--- src/rtl/wb_pkg.sv ---
// rtl/wb_pkg.sv - Shared select codes, load funct3 codes and FSM encoding for wb_ctrl.
package wb_pkg;

    localparam logic [1:0] WB_MEM = 2'b00;
    localparam logic [1:0] WB_PC4 = 2'b01;
    localparam logic [1:0] WB_ALU = 2'b10;
    localparam logic [1:0] WB_IMM = 2'b11;

    localparam logic [2:0] F3_LB  = 3'b000;
    localparam logic [2:0] F3_LH  = 3'b001;
    localparam logic [2:0] F3_LW  = 3'b010;
    localparam logic [2:0] F3_LBU = 3'b100;
    localparam logic [2:0] F3_LHU = 3'b101;

    typedef enum logic [1:0] {
        S_IDLE     = 2'b00,
        S_MEM_REQ  = 2'b01,
        S_MEM_WAIT = 2'b10,
        S_WRITE    = 2'b11
    } wb_state_e;

endpackage

--- src/rtl/load_ext.sv ---
// rtl/load_ext.sv - Combinational load data lane select and sign/zero extension.
module load_ext
    import wb_pkg::*;
#(
    parameter int XLEN = 32
) (
    input  logic [2:0]      funct3,
    input  logic [1:0]      addr,
    input  logic [31:0]     data,
    output logic [XLEN-1:0] ext
);

    logic [7:0]  byte_sel;
    logic [15:0] half_sel;

    always_comb begin
        byte_sel = data[7:0];
        case (addr)
            2'd1:    byte_sel = data[15:8];
            2'd2:    byte_sel = data[23:16];
            2'd3:    byte_sel = data[31:24];
            default: byte_sel = data[7:0];
        endcase
        half_sel = addr[1] ? data[31:16] : data[15:0];

        ext = '0;
        case (funct3)
            F3_LB:   ext = XLEN'($signed(byte_sel));
            F3_LH:   ext = XLEN'($signed(half_sel));
            F3_LW:   ext = XLEN'($signed(data));
            F3_LBU:  ext = XLEN'(byte_sel);
            F3_LHU:  ext = XLEN'(half_sel);
            default: ext = '0;
        endcase
    end

endmodule

--- src/rtl/wb_ctrl.sv ---
// rtl/wb_ctrl.sv - Multi-cycle write-back controller with load sequencing.
// Optional memory-response watchdog enabled by macro WB_TIMEOUT_EN.
module wb_ctrl
    import wb_pkg::*;
#(
    parameter int XLEN        = 32,
    parameter int TIMEOUT_CYC = 255
) (
    input  logic            clk,
    input  logic            rst_n,
    input  logic            in_valid,
    output logic            in_ready,
    input  logic [1:0]      in_sel,
    input  logic [4:0]      in_rd,
    input  logic [2:0]      in_funct3,
    input  logic [XLEN-1:0] in_pc,
    input  logic [XLEN-1:0] in_alu,
    input  logic [XLEN-1:0] in_imm,
    output logic            mem_req_valid,
    input  logic            mem_req_ready,
    output logic [XLEN-1:0] mem_req_addr,
    input  logic            mem_resp_valid,
    input  logic [31:0]     mem_resp_data,
    output logic            rf_we,
    output logic [4:0]      rf_waddr,
    output logic [XLEN-1:0] rf_wdata,
    output logic            wb_done,
    output logic            wb_err
);

    wb_state_e       state_q, state_d;
    logic [1:0]      sel_q, sel_d;
    logic [4:0]      rd_q, rd_d;
    logic [2:0]      funct3_q, funct3_d;
    logic [XLEN-1:0] pc_q, pc_d;
    logic [XLEN-1:0] alu_q, alu_d;
    logic [XLEN-1:0] imm_q, imm_d;
    logic [XLEN-1:0] ld_q, ld_d;
    logic [XLEN-1:0] ld_ext;

`ifdef WB_TIMEOUT_EN
    localparam int CNT_W = (TIMEOUT_CYC < 256) ? 8 : $clog2(TIMEOUT_CYC + 1);
    localparam logic [CNT_W-1:0] CNT_LIMIT = CNT_W'(TIMEOUT_CYC);
    logic [CNT_W-1:0] cnt_q, cnt_d;
    logic             err_q, err_d;
`endif

    load_ext #(.XLEN(XLEN)) u_load_ext (
        .funct3 (funct3_q),
        .addr   (alu_q[1:0]),
        .data   (mem_resp_data),
        .ext    (ld_ext)
    );

    always_comb begin
        state_d  = state_q;
        sel_d    = sel_q;
        rd_d     = rd_q;
        funct3_d = funct3_q;
        pc_d     = pc_q;
        alu_d    = alu_q;
        imm_d    = imm_q;
        ld_d     = ld_q;
`ifdef WB_TIMEOUT_EN
        cnt_d    = cnt_q;
        err_d    = 1'b0;
`endif
        case (state_q)
            S_IDLE: begin
                if (in_valid && in_ready) begin
                    sel_d    = in_sel;
                    rd_d     = in_rd;
                    funct3_d = in_funct3;
                    pc_d     = in_pc;
                    alu_d    = in_alu;
                    imm_d    = in_imm;
                    state_d  = (in_sel == WB_MEM) ? S_MEM_REQ : S_WRITE;
                end
            end
            S_MEM_REQ: begin
                if (mem_req_ready) begin
                    state_d = S_MEM_WAIT;
`ifdef WB_TIMEOUT_EN
                    cnt_d   = '0;
`endif
                end
            end
            S_MEM_WAIT: begin
                // A response in the limit cycle still wins over the watchdog.
                if (mem_resp_valid) begin
                    ld_d    = ld_ext;
                    state_d = S_WRITE;
                end
`ifdef WB_TIMEOUT_EN
                else if (cnt_q == CNT_LIMIT) begin
                    state_d = S_IDLE;
                    err_d   = 1'b1;
                end else begin
                    cnt_d = cnt_q + 1'b1;
                end
`endif
            end
            S_WRITE: begin
                state_d = S_IDLE;
            end
            default: state_d = S_IDLE;
        endcase
    end

    always_ff @(posedge clk or negedge rst_n) begin
        if (!rst_n) begin
            state_q  <= S_IDLE;
            sel_q    <= WB_MEM;
            rd_q     <= '0;
            funct3_q <= '0;
            pc_q     <= '0;
            alu_q    <= '0;
            imm_q    <= '0;
            ld_q     <= '0;
`ifdef WB_TIMEOUT_EN
            cnt_q    <= '0;
            err_q    <= 1'b0;
`endif
        end else begin
            state_q  <= state_d;
            sel_q    <= sel_d;
            rd_q     <= rd_d;
            funct3_q <= funct3_d;
            pc_q     <= pc_d;
            alu_q    <= alu_d;
            imm_q    <= imm_d;
            ld_q     <= ld_d;
`ifdef WB_TIMEOUT_EN
            cnt_q    <= cnt_d;
            err_q    <= err_d;
`endif
        end
    end

    // Outputs decode only registered state, so no input reaches an output combinationally.
    assign in_ready      = (state_q == S_IDLE);
    assign mem_req_valid = (state_q == S_MEM_REQ);
    assign mem_req_addr  = mem_req_valid ? {alu_q[XLEN-1:2], 2'b00} : '0;
    assign rf_we         = (state_q == S_WRITE) && (rd_q != 5'd0);
    assign rf_waddr      = rd_q;

    always_comb begin
        case (sel_q)
            WB_MEM:  rf_wdata = ld_q;
            WB_PC4:  rf_wdata = pc_q + XLEN'(4);
            WB_ALU:  rf_wdata = alu_q;
            default: rf_wdata = imm_q;
        endcase
    end

`ifdef WB_TIMEOUT_EN
    assign wb_done = (state_q == S_WRITE) || err_q;
    assign wb_err  = err_q;
`else
    assign wb_done = (state_q == S_WRITE);
    assign wb_err  = 1'b0;
`endif

endmodule

--- config.mk ---
export PLATFORM = sky130hd
export DESIGN_NAME = wb_ctrl
export DESIGN_NICKNAME = d
export VERILOG_FILES = /design/src/rtl/wb_pkg.sv /design/src/rtl/load_ext.sv /design/src/rtl/wb_ctrl.sv
export SDC_FILE = /design/constraint.sdc
export NUM_CORES = 1
export LEC_CHECK = 0
export ABC_CLOCK_PERIOD_IN_PS = 2600
export BUFFER_PORTS_ARGS = -buffer_cell sky130_fd_sc_hd__buf_4
export CELL_PAD_IN_SITES_DETAIL_PLACEMENT = 0
export CELL_PAD_IN_SITES_GLOBAL_PLACEMENT = 2
export CORE_MARGIN = 1.5
export CORE_UTILIZATION = 34
export DETAILED_ROUTE_END_ITERATION = 16
export PLACE_DENSITY = 0.83
export REMOVE_ABC_BUFFERS = 1
export SYNTH_ARGS = -nofsm -noshare
export SYNTH_HDL_FRONTEND = slang
export SYNTH_HIERARCHICAL = 1
export SYNTH_SLANG_ARGS = --single-unit
--- constraint.sdc ---
create_clock -name clk -period 2.6 [get_ports clk]
set_clock_uncertainty 0.15 [all_clocks]
set_input_delay 0.13 -clock clk [delete_from_list [all_inputs] [get_ports clk]]
set_output_delay 0.13 -clock clk [all_outputs]
set_load 0.005 [all_outputs]
* Word-level counts from Yosys, hierarchy flattened *
Cells that the tools add are included.
Widths: inputs -> output; s select.

cells by class
  $add $sub $neg = 1
  equal/unequal tests = 15
  muxes and demuxes = 10
  reduce and logical (&&, ||, !) cells = 10

operators with widths
  kind                   number
  $pmux 32 s5            1
  $pmux 32 s3            1
  $add 32x3->32 const B  1
  $mux 32                1
  $pmux 8 s3             1
  $mux 16                1
  $eq 2x2->1 const B     5
  $mux 2                 4
  $pmux 2 s4             1
  $eq 2x1->1 const B     3
  $eq 3x3->1 const B     2
  $logic_not 2->1        3
  $reduce_bool 5->1      1
  $ne 2x1->1 const B     2
  $reduce_and 2->1       2
  $eq 3x1->1 const B     1
  $eq 3x2->1 const B     1
  $logic_not 3->1        1
  $reduce_and 3->1       1
  $logic_and 1x1->1      2
  $ne 2x2->1 const B     1

storage, ports and cells
  register bits after elaboration = 140
  input port bits = 143
  output and inout port bits = 74
  word-level logic and storage cells = 44

* Longest topological paths before layout *
Gate-level depths: netlist of the first run.

  word-level depth = 4
  gate-level depth with buffers = 7
  mapped depth without buffers = 6

* By module *
The synthesis of the first run kept the hierarchy.

by module, submodules not included
  module    instances  cells each  area each (µm²)  seq. area each (µm²)
  wb_ctrl   1          508         6917.9           3503.4
  load_ext  1          123         935.9            0.0

* Worst setup path after synthesis of the first run *
No wires, ideal clock.

  path type = register -> output
  from = register pc_q[14]
  to = output rf_wdata[24]
  arrival time = 1.920 ns
  data required time = 2.320 ns
  setup slack = 0.400 ns
  stages on the path, launching flop included = 7
  buffers on the path = 1
  cell sequence = dfrtp_1 nand4_2 or3_4 buf_6 nor4_1 xor2_1 mux4_2

between the ends
  cells in the longest elaborated chain, start to end = 2

ends and longest elaborated chain
  item                    RTL line        source
  from (decl)             wb_ctrl.sv:35   logic [XLEN-1:0] pc_q, pc_d;
  from (signal assigned)  wb_ctrl.sv:129  pc_q <= pc_d;
  $add 32x3->32           wb_ctrl.sv:150  WB_PC4: rf_wdata = pc_q + XLEN'(4);
  $pmux 32 s3             wb_ctrl.sv:148  case (sel_q)
  to (decl)               wb_ctrl.sv:26   output logic [XLEN-1:0] rf_wdata,

No other way between the ends.

* Worst setup path after layout of the first run *
  from = register pc_q[17]
  to = output rf_wdata[21]

The elaborated chain is that of the path after synthesis.

==> flow_metrics.py, run 1 <==
metrics = {
    "status": {
        "status": "complete, but fails checks",
        "violations": "negative setup slack",
    },
    "worst_setup_path": {
        "cp-startpoint": "pc_q[17]$_DFFE_PN0P_",
        "ff2ff_path_depth": 4,
        "reg2reg_slack_ns": 0.37,
        "arrival_ns": 2.40,
        "start_kind": "flip-flop",
        "reg2reg_to": "ld_q[22]$_DFFE_PN0P_",
        "cp-end-kind": "primary output",
        "crit_fanout": 5,
        "r2r_start": "alu_q[0]$_DFFE_PN0P_",
        "crit_type": "reg2out",
        "critPathCapture": "rf_wdata[21]",
        "cp.required_ns": 2.32,
    },
    "clock_network": {
        "h-tree-depth": 4,
        "clk_pin_slew_ns": 0.06,
        "clockBufferDepth": 2,
        "cts_tree": "done",
        "cts_sinks": 140,
        "numCtsBuffers": 17,
        "root_buffer": "clkbuf_16",
        "clock_latency_ns": 0.42,
    },
    "layout": {
        "final_cell_count_no_fill": 1272,
        "area_delta_synth_final_pct": 51.79,
        "fin_nets": 1123,
        "mostFrequentLayoutCells": "buf_4 (245), mux2_2 (158), dfrtp_1 (133)",
        "fillers": 1989,
        "design_area_mm2": 0.01192,
        "final_common_cell": "buf_4",
        "drive_gt1_frac": 0.5258,
        "insertedDiodeCount": 0,
    },
    "synthesis": {
        "yosys.area_share.xor_xnor": 0.03011,
        "yosysWarnings": 6,
        "ys_seq_elements": 140,
        "muxShareOfSynthArea": 0.3009,
        "synth_compound_area_frac": 0.09479,
        "synth-edff-count": 0,
        "ys_types": 59,
        "syn_inst": 631,
        "synthAdderAreaFrac": 0.007966,
        "async_flop_share": 1.000,
        "synth_top_family_by_area": "multiplexers",
        "syn_area_per_cell_um2": 12.45,
        "syn_area_mm2": 0.007854,
        "ys.flop_type": "dfrtp_1",
        "ys_seq_area_frac": 0.4461,
        "yosys.area_share.simple": 0.08173,
    },
    "drt": {
        "drc": 0,
        "vias": 6485,
        "vias_per_cell": 5.098,
        "wl_met2_um": 11860,
        "wl_per_cell_um": 19.44,
        "first_pass_iters": 4,
        "wl_met1_um": 10810,
        "routed_wl_um": 24730,
        "ant_nets": 0,
        "top_layer_used": "met4",
        "drt_iter0_drc": 273,
        "route.met3.wl_um": 1314,
    },
    "power": {
        "p_int_mw": 9.034,
        "leakage_nw": 5.358,
        "powerDensity_mw_per_mm2": 1185,
        "p_seq_frac": 0.311,
        "p_switching_mw": 5.096,
        "peakVddDrop_mv": 0.4649,
        "p_total_mw": 14.13,
        "p_sw_frac": 0.3606,
        "clkPwrFrac": 0.178,
        "comb_power_share": 0.512,
    },
    "sta": {
        "rsz0062_at_grt": "yes",
        "worst_slew_pin_slew_ns": 0.6816,
        "fmax_mhz": 373.2,
        "slew-limit-headroom": 0.5439,
        "fin_crit_ns": 2.680,
        "post-route-period-util": 1.031,
        "hold_violations": 0,
        "setup_viol": 9,
        "fin_ws_ns": -0.07970,
        "slew_viol_final": 0,
        "tns_ns": -0.3175,
    },
    "die": {
        "die-area_mm2": 0.02402,
        "start_util": 0.3469,
        "ios": 217,
        "die_y_um": 155.0,
        "core_mm2": 0.02264,
        "die_w_um": 155.0,
        "rows": 55,
    },
    "global_routing": {
        "grt_start_max_net_pins": 55,
        "globalRoute.totalOverflow": 0,
        "grt_usage": 0.2075,
        "antenna_found_initial": 0,
        "grt_pass1_wl_um": 37750,
        "grt_pass1_vias": 6653,
    },
    "run": {
        "cap_violations": 0,
    },
    "placement": {
        "port_buffers": 213,
        "pre_cts_slack_ns": 0.1021,
        "place_area_mm2": 0.009814,
        "gp_congestion": 0.8046,
        "numPlacedInstances": 1110,
        "place_hpwl_um": 17580,
    },
    "hold_path": {
        "hp-class": "in2reg",
    },
}
==> kinds of logic (layout without fill, tap and decap cells) <==
kind of cell / Yosys count / count (layout)
xor gates and xnor gates: 27 / 27
adders and majority gates: 5 / 5
DFF: 140 / 140
other: 1 / 3
buffers and inverters: 58 / 411
and+or+nand+nor: 100 / 101
muxes: 189 / 189
AOI/OAI and AO/OA: 111 / 111
==> cell type report <==
type,count,area [µm²],area share
inverter,9,33.78,0.002834
timing repair buffer,371,3158,0.2649
clock inverter,9,107.6,0.009026
multi-input combinational,436,4257,0.3571
sequential,140,3515,0.2948
tap,285,356.6,0.02991
clock buffer,22,494.2,0.04146
==> registers in the layout (all words and copies together) (netlist names) <==
signal and cells:
alu_q 32, funct3_q 3, imm_q 32, ld_q 32, pc_q 32, rf_waddr 5, sel_q 2, state_q 2
==> worst max-delay path: stages, from the launching register on <==
cell and delay (ns):
dfrtp_1 0.41, nand4_4 0.13, buf_6 0.14, or3_4 0.38, nand3b_1 0.19, xnor2_1 0.14, mux4_2 0.46, buf_6 0.13
==> through the flow <==
step	util	hold slack (ns)
floorplan	-	-0.3156
global placement	0.4335	-0.01564
detailed placement	0.4335	-0.01744
CTS	0.5221	0.01382
global route	0.5266	0.02317
finish	0.5266	0.02513
==> metal layers <==
| layer | GRT usage | vias up |
|---|---|---|
| li1 | - | 3045 |
| met1 | 0.2677 | 3192 |
| met2 | 0.3400 | 212 |
| met3 | 0.04401 | 36 |
| met4 | 0.08333 | 0 |
| met5 | 0 | - |
==> Yosys cell counts (2+ instances only) <==
cell type / instances / share of area
mux2i_1: 7 / 0.0089
and2_1: 31 / 0.025
nand3_1: 4 / 0.0025
a32oi_1: 2 / 0.0022
a221oi_1: 6 / 0.0067
o22ai_1: 18 / 0.014
nor4_1: 6 / 0.0048
nand3_4: 2 / 0.0045
a22oi_1: 16 / 0.015
nor4_2: 3 / 0.0048
o21ai_1: 2 / 0.0013
o21ai_0: 3 / 0.0019
nor2_1: 8 / 0.0038
a21oi_1: 38 / 0.024
nand4_1: 8 / 0.0064
buf_1: 12 / 0.0057
nand2_1: 16 / 0.0076
buf_6: 5 / 0.0072
inv_1: 8 / 0.0038
mux4_2: 21 / 0.060
dfrtp_1: 140 / 0.45
buf_2: 8 / 0.0051
nor2b_1: 4 / 0.0032
buf_4: 4 / 0.0038
mux2_4: 2 / 0.0038
mux2_2: 158 / 0.23
and4_1: 2 / 0.0022
and3_1: 3 / 0.0024
clkbuf_1: 18 / 0.0086
xor2_1: 18 / 0.020
nor4b_1: 2 / 0.0022
ha_1: 5 / 0.0080
a211oi_1: 16 / 0.015
nor3_1: 2 / 0.0013
xnor2_1: 9 / 0.010
==> worst min path at each step <==
| stage | start | endpoint | slack, ns | depth (start not counted) |
|---|---|---|---|---|
| after floorplan | rst_n | alu_q[0]$_DFFE_PN0P_ | -0.32 | 0 |
| after global placement | rst_n | pc_q[1]$_DFFE_PN0P_ | -0.02 | 1 |
| after detailed placement | rst_n | pc_q[1]$_DFFE_PN0P_ | -0.02 | 1 |
| after CTS | mem_resp_data[7] | ld_q[7]$_DFFE_PN0P_ | 0.01 | 4 |
| after global routing | mem_resp_data[7] | ld_q[7]$_DFFE_PN0P_ | 0.02 | 4 |
| final | mem_resp_data[11] | ld_q[11]$_DFFE_PN0P_ | 0.03 | 4 |
==> repair_timing <==
item                                   4_1_cts  5_1_grt
hold buffers                               108        0
setup endpoints to repair                   15       14
resized for setup                           36       15
setup buffers                               17        5
pin swaps                                   18        8
gates cloned                                 1        0
endpoints found under the hold margin      209        0
==> power groups by stage <==
stage / registers, mW / logic (mW) / clock network (mW)
2_1_floorplan: 4.17 / 3.95 / 0
3_3_place_gp: 4.39 / 6.57 / 0
3_5_place_dp: 4.42 / 6.62 / 0
4_1_cts: 4.37 / 7.14 / 2.58
5_1_grt: 4.56 / 7.83 / 2.67
6_report: 4.39 / 7.23 / 2.51
No activity file was read; power rests on OpenSTA's default activity.
==> run 2: changes to the inputs <==
ABC_CLOCK_PERIOD_IN_PS = 3230   (was 2600)
CORE_UTILIZATION = 37   (was 34)
PLACE_DENSITY = 0.89   (was 0.83)
clock period = 3.23 ns   (was 2.6 ns; I/O delays follow)
==> flow_metrics.py, run 2 (synthesis gave the netlist of run 1 again) <==
metrics = {
    "layout": {
        "final_common_cell": "buf_4",
        "drive_gt1_frac": 0.4832,
        "finish.utilization": 0.5465,
        "area_delta_synth_final_pct": 45.34,
        "fin_nets": 1087,
        "mostFrequentLayoutCells": "buf_4 (226), mux2_2 (158), dfrtp_1 (138)",
        "fillers": 1819,
        "insertedDiodeCount": 0,
        "multi_input_area_mm2": 0.004068,
        "seqCellArea_mm2": 0.003506,
    },
    "drt": {
        "vias": 6300,
        "first_pass_iters": 4,
        "ant_nets": 0,
        "vias_per_cell": 5.134,
        "routed_wl_um": 23290,
        "wl_per_cell_um": 18.98,
        "drt_iter0_drc": 302,
        "drc": 0,
    },
    "worst_setup_path": {
        "crit_type": "reg2out",
        "reg2reg_slack_ns": 0.76,
        "cp.required_ns": 2.92,
        "arrival_ns": 2.69,
        "reg2reg_to": "ld_q[19]$_DFFE_PN0P_",
        "crit_fanout": 11,
        "cp-end-kind": "primary output",
        "ff2ff_path_depth": 5,
        "start_kind": "flip-flop",
        "r2r_start": "funct3_q[1]$_DFFE_PN0P_",
    },
    "power": {
        "p_total_mw": 10.95,
        "p_int_mw": 7.053,
        "powerDensity_mw_per_mm2": 958.9,
        "p_switching_mw": 3.893,
        "peakVddDrop_mv": 0.4551,
        "p_sw_frac": 0.3557,
        "leakage_nw": 5.071,
        "comb_power_share": 0.481,
        "clkPwrFrac": 0.196,
        "p_seq_frac": 0.323,
    },
    "clock_network": {
        "ctsResizeCount": 0,
        "cts_tree": "done",
        "clock_latency_ns": 0.42,
        "clk_pin_slew_ns": 0.06,
        "h-tree-depth": 4,
        "clockBufferDepth": 2,
        "numCtsBuffers": 17,
        "post_cts_buffers": 0,
        "root_buffer": "clkbuf_16",
        "cts_sinks": 140,
    },
    "placement": {
        "gp_congestion": 0.8258,
        "pre_cts_slack_ns": 0.6792,
        "port_buffers": 213,
        "place_hpwl_um": 16600,
    },
    "sta": {
        "fin_ws_ns": 0.2297,
        "fin_crit_ns": 3.000,
        "slew_viol_final": 0,
        "tns_ns": 0,
        "fmax_mhz": 333.3,
        "worst_slew_pin_slew_ns": 0.8169,
        "slew-limit-headroom": 0.4543,
        "setup_viol": 0,
        "post-route-period-util": 0.9289,
        "hold_violations": 0,
        "rsz0062_at_grt": "no",
    },
    "die": {
        "die_y_um": 148.7,
        "core_mm2": 0.02089,
        "die-area_mm2": 0.02211,
        "rows": 53,
        "die_w_um": 148.7,
        "start_util": 0.3760,
        "ios": 217,
    },
    "hold_path": {
        "hp-class": "in2reg",
        "hold_end": "ld_q[7]$_DFFE_PN0P_",
        "hold_depth": 4,
        "hold_start": "mem_resp_data[7]",
    },
    "global_routing": {
        "antenna_found_initial": 0,
        "use_met3": 0.05184,
        "grt_util_met1": 0.2875,
        "grt_usage": 0.2165,
        "globalRoute.totalOverflow": 0,
        "globalRouteMet2Util": 0.3507,
        "grt_pass1_wl_um": 36180,
        "grt_pass1_vias": 6397,
        "grt.busiest_layer": "met2",
        "grt_start_max_net_pins": 50,
    },
    "status": {
        "status": "finished clean",
    },
    "run": {
        "cap_violations": 0,
    },
}
## run 2: cell types whose count changed in the layout (fill, tap and decap cells not counted), sizes merged
cell | before | now
buf | 263 | 229
bufinv | 2 | 4
clkinv | 3 | 4
clkinvlp | 2 | 1
dlygate4sd3 | 108 | 107
inv | 11 | 10
or3 | 2 | 1
## run 2: area by class of cell
| cell class | instances | area share |
|---|---|---|
| Clock inverter | 10 | 0.01403 |
| Tap cell | 275 | 0.03014 |
| Multi-Input combinational cell | 435 | 0.3564 |
| Clock buffer | 22 | 0.04242 |
| Inverter | 9 | 0.002960 |
| Timing Repair Buffer | 336 | 0.2470 |
| Sequential cell | 140 | 0.3071 |
## run 2: what timing repair did
| action | CTS | global route |
|---|---|---|
| hold buffers | 107 | 0 |
| hold endpoints to repair | 153 | 0 |
| setup endpoints to repair | 0 | 0 |
## run 2: worst max-delay path, stage by stage, from the launching register on
cell and delay [ns]:
dfrtp_1 0.43, nand4_2 0.19, or3_4 0.53, nor4_1 0.36, xor2_1 0.12, mux4_2 0.48, buf_4 0.15
## run 2: power by group through the flow
stage / Combinational [mW] / Sequential [mW] / Clock (mW)
detailed placement: 5.19 / 3.56 / 0
global placement: 5.15 / 3.53 / 0
global route: 5.71 / 3.68 / 2.29
floorplan: 3.18 / 3.35 / 0
finish: 5.27 / 3.53 / 2.15
CTS: 5.32 / 3.53 / 2.20
## run 2: per-layer routing
layer | share of wire | wire, µm
met1 | 0.44 | 10160
met2 | 0.49 | 11320
met3 | 0.059 | 1374
met4 | 0.019 | 437
met5 | 0 | 0
## run 2: how the worst max path moves through the flow
stage	slack [ns]	endpoint	start
2_1_floorplan	-0.44	alu_q[0]$_DFFE_PN0P_	state_q[0]$_DFFE_PN0P_
3_3_place_gp	0.71	rf_wdata[25]	pc_q[14]$_DFFE_PN0P_
3_5_place_dp	0.68	rf_wdata[24]	pc_q[2]$_DFFE_PN0P_
4_1_cts	0.21	rf_wdata[24]	pc_q[2]$_DFFE_PN0P_
5_1_grt	0.03	rf_wdata[24]	pc_q[2]$_DFFE_PN0P_
6_report	0.23	rf_wdata[25]	pc_q[14]$_DFFE_PN0P_
## run 2: through the flow
step | area [µm²] | hold WS [ns] | instances
after floorplan | 7597 | -0.2841 | 584
after global placement | 9699 | -0.01874 | 1088
after detailed placement | 9699 | -0.02009 | 1088
after CTS | 11410 | 0.006646 | 1227
after global routing | 11410 | 0.04255 | 1227
final | 11410 | 0.01840 | 1227
==> run 3: changes to the inputs <==
--- a/constraint.sdc
+++ b/constraint.sdc
@@ -3,3 +3,3 @@
 set_input_delay 0.1615 -clock clk [delete_from_list [all_inputs] [get_ports clk]]
 set_output_delay 0.1615 -clock clk [all_outputs]
-set_load 0.005 [all_outputs]
+set_load 0.1 [all_outputs]
==> flow_metrics.py, run 3 (synthesis gave the netlist of run 1 again) <==
metrics = {
    "die": {
        "ios": 217,
        "start_util": 0.3760,
        "die-area_mm2": 0.02211,
        "die_y_um": 148.7,
        "die_w_um": 148.7,
        "rows": 53,
        "core_mm2": 0.02089,
    },
    "layout": {
        "final_cell_count_no_fill": 1227,
        "final_common_cell": "buf_4",
        "fillers": 1829,
        "drive_gt1_frac": 0.4795,
        "mostFrequentLayoutCells": "buf_4 (226), mux2_2 (158), dfrtp_1 (138)",
        "fin_nets": 1087,
        "area_delta_synth_final_pct": 44.64,
        "finish.utilization": 0.5438,
    },
    "worst_setup_path": {
        "ff2ff_path_depth": 5,
        "arrival_ns": 2.78,
        "start_kind": "flip-flop",
        "reg2reg_slack_ns": 0.68,
        "crit_fanout": 11,
        "crit_type": "reg2out",
        "reg2reg_to": "ld_q[25]$_DFFE_PN0P_",
        "cp.required_ns": 2.92,
        "r2r_start": "funct3_q[1]$_DFFE_PN0P_",
        "cp-end-kind": "primary output",
    },
    "sta": {
        "worst_slew_pin_slew_ns": 0.9123,
        "hold_violations": 0,
        "fin_crit_ns": 3.092,
        "fin_ws_ns": 0.1380,
        "setup_viol": 0,
        "fmax_mhz": 323.4,
        "hold_slack_ns": 0.01676,
        "rsz0062_at_grt": "no",
        "post-route-period-util": 0.9573,
        "slew-limit-headroom": 0.3905,
        "slew_viol_final": 0,
    },
    "clock_network": {
        "post_cts_buffers": 0,
        "cts_tree": "done",
        "cts_sinks": 140,
        "root_buffer": "clkbuf_16",
        "clockBufferDepth": 2,
        "h-tree-depth": 4,
        "numCtsBuffers": 17,
        "clock_latency_ns": 0.42,
        "clk_pin_slew_ns": 0.06,
    },
    "drt": {
        "drc": 0,
        "ant_nets": 0,
        "drt_iter0_drc": 335,
        "first_pass_iters": 6,
        "routed_wl_um": 23760,
        "wl_per_cell_um": 19.36,
        "vias": 6352,
        "vias_per_cell": 5.177,
    },
    "placement": {
        "pre_cts_slack_ns": 0.5795,
        "port_buffers": 213,
        "numPlacedInstances": 1088,
        "gp_congestion": 0.8420,
        "place_hpwl_um": 16690,
    },
    "global_routing": {
        "globalRoute.totalOverflow": 0,
        "grt_pass1_wl_um": 36090,
        "grt_start_max_net_pins": 84,
        "grt_usage": 0.2170,
        "antenna_found_initial": 1,
        "grt_pass1_vias": 6313,
    },
    "status": {
        "status": "finished clean",
    },
    "hold_path": {
        "hp-class": "in2reg",
        "hold_start": "mem_resp_data[7]",
        "hold_depth": 4,
        "hold_end": "ld_q[7]$_DFFE_PN0P_",
    },
    "run": {
        "cap_violations": 0,
    },
}
## run 3: routing by layer
layer  global-route usage  part of all wire  vias to the layer above
met2               0.3558              0.49                      188
met5             0.009091                 0                        -
met3              0.04448             0.050                       26
li1                     -                 -                     2977
met4              0.06980             0.020                        0
met1               0.2868              0.44                     3161
## run 3: what timing repair did
action	CTS	global route
hold buffers	107	0
setup endpoints to repair	0	1
gates resized for setup	0	2
endpoints found under the hold margin	187	0
## run 3: worst max path at each step
stage                                 startpoint                   end  slack, ns  depth (start not counted)
after CTS                    pc_q[4]$_DFFE_PN0P_          rf_wdata[24]       0.06                          6
after global routing        pc_q[14]$_DFFE_PN0P_          rf_wdata[25]      0.002                          6
after floorplan           state_q[0]$_DFFE_PN0P_  alu_q[0]$_DFFE_PN0P_      -1.36                          4
after detailed placement     pc_q[4]$_DFFE_PN0P_          rf_wdata[24]       0.58                          6
final                       pc_q[14]$_DFFE_PN0P_          rf_wdata[25]       0.14                          6
after global placement       pc_q[4]$_DFFE_PN0P_          rf_wdata[24]       0.63                          6
## run 3: layout make-up
cell class	count	area, µm²	area share
inverter	9	33.78	0.002974
timing repair buffer	336	2819	0.2482
clock buffer	24	461.7	0.04064
tap	275	344.1	0.03029
clock inverter	7	116.4	0.01024
sequential	140	3506	0.3086
antenna	1	2.502	0.0002203
multi-input combinational	435	4076	0.3589
## run 3: critical path, cell delays in order (launching register included)
cell	delay, ns
dfrtp_1	0.44
nand4_2	0.20
or3_4	0.53
nor4_1	0.35
xor2_1	0.13
mux4_2	0.46
buf_4	0.25
## run 3: metrics by stage
step / area (µm²) / setup TNS [ns]
2_1_floorplan: 7597 / -144.18
3_3_place_gp: 9699 / 0
3_5_place_dp: 9699 / 0
4_1_cts: 11350 / 0
5_1_grt: 11360 / 0
6_report: 11360 / 0
Power of run 3 is not shown: default switching activity piles up to over one toggle a cycle in this logic, so the estimate is an artifact.
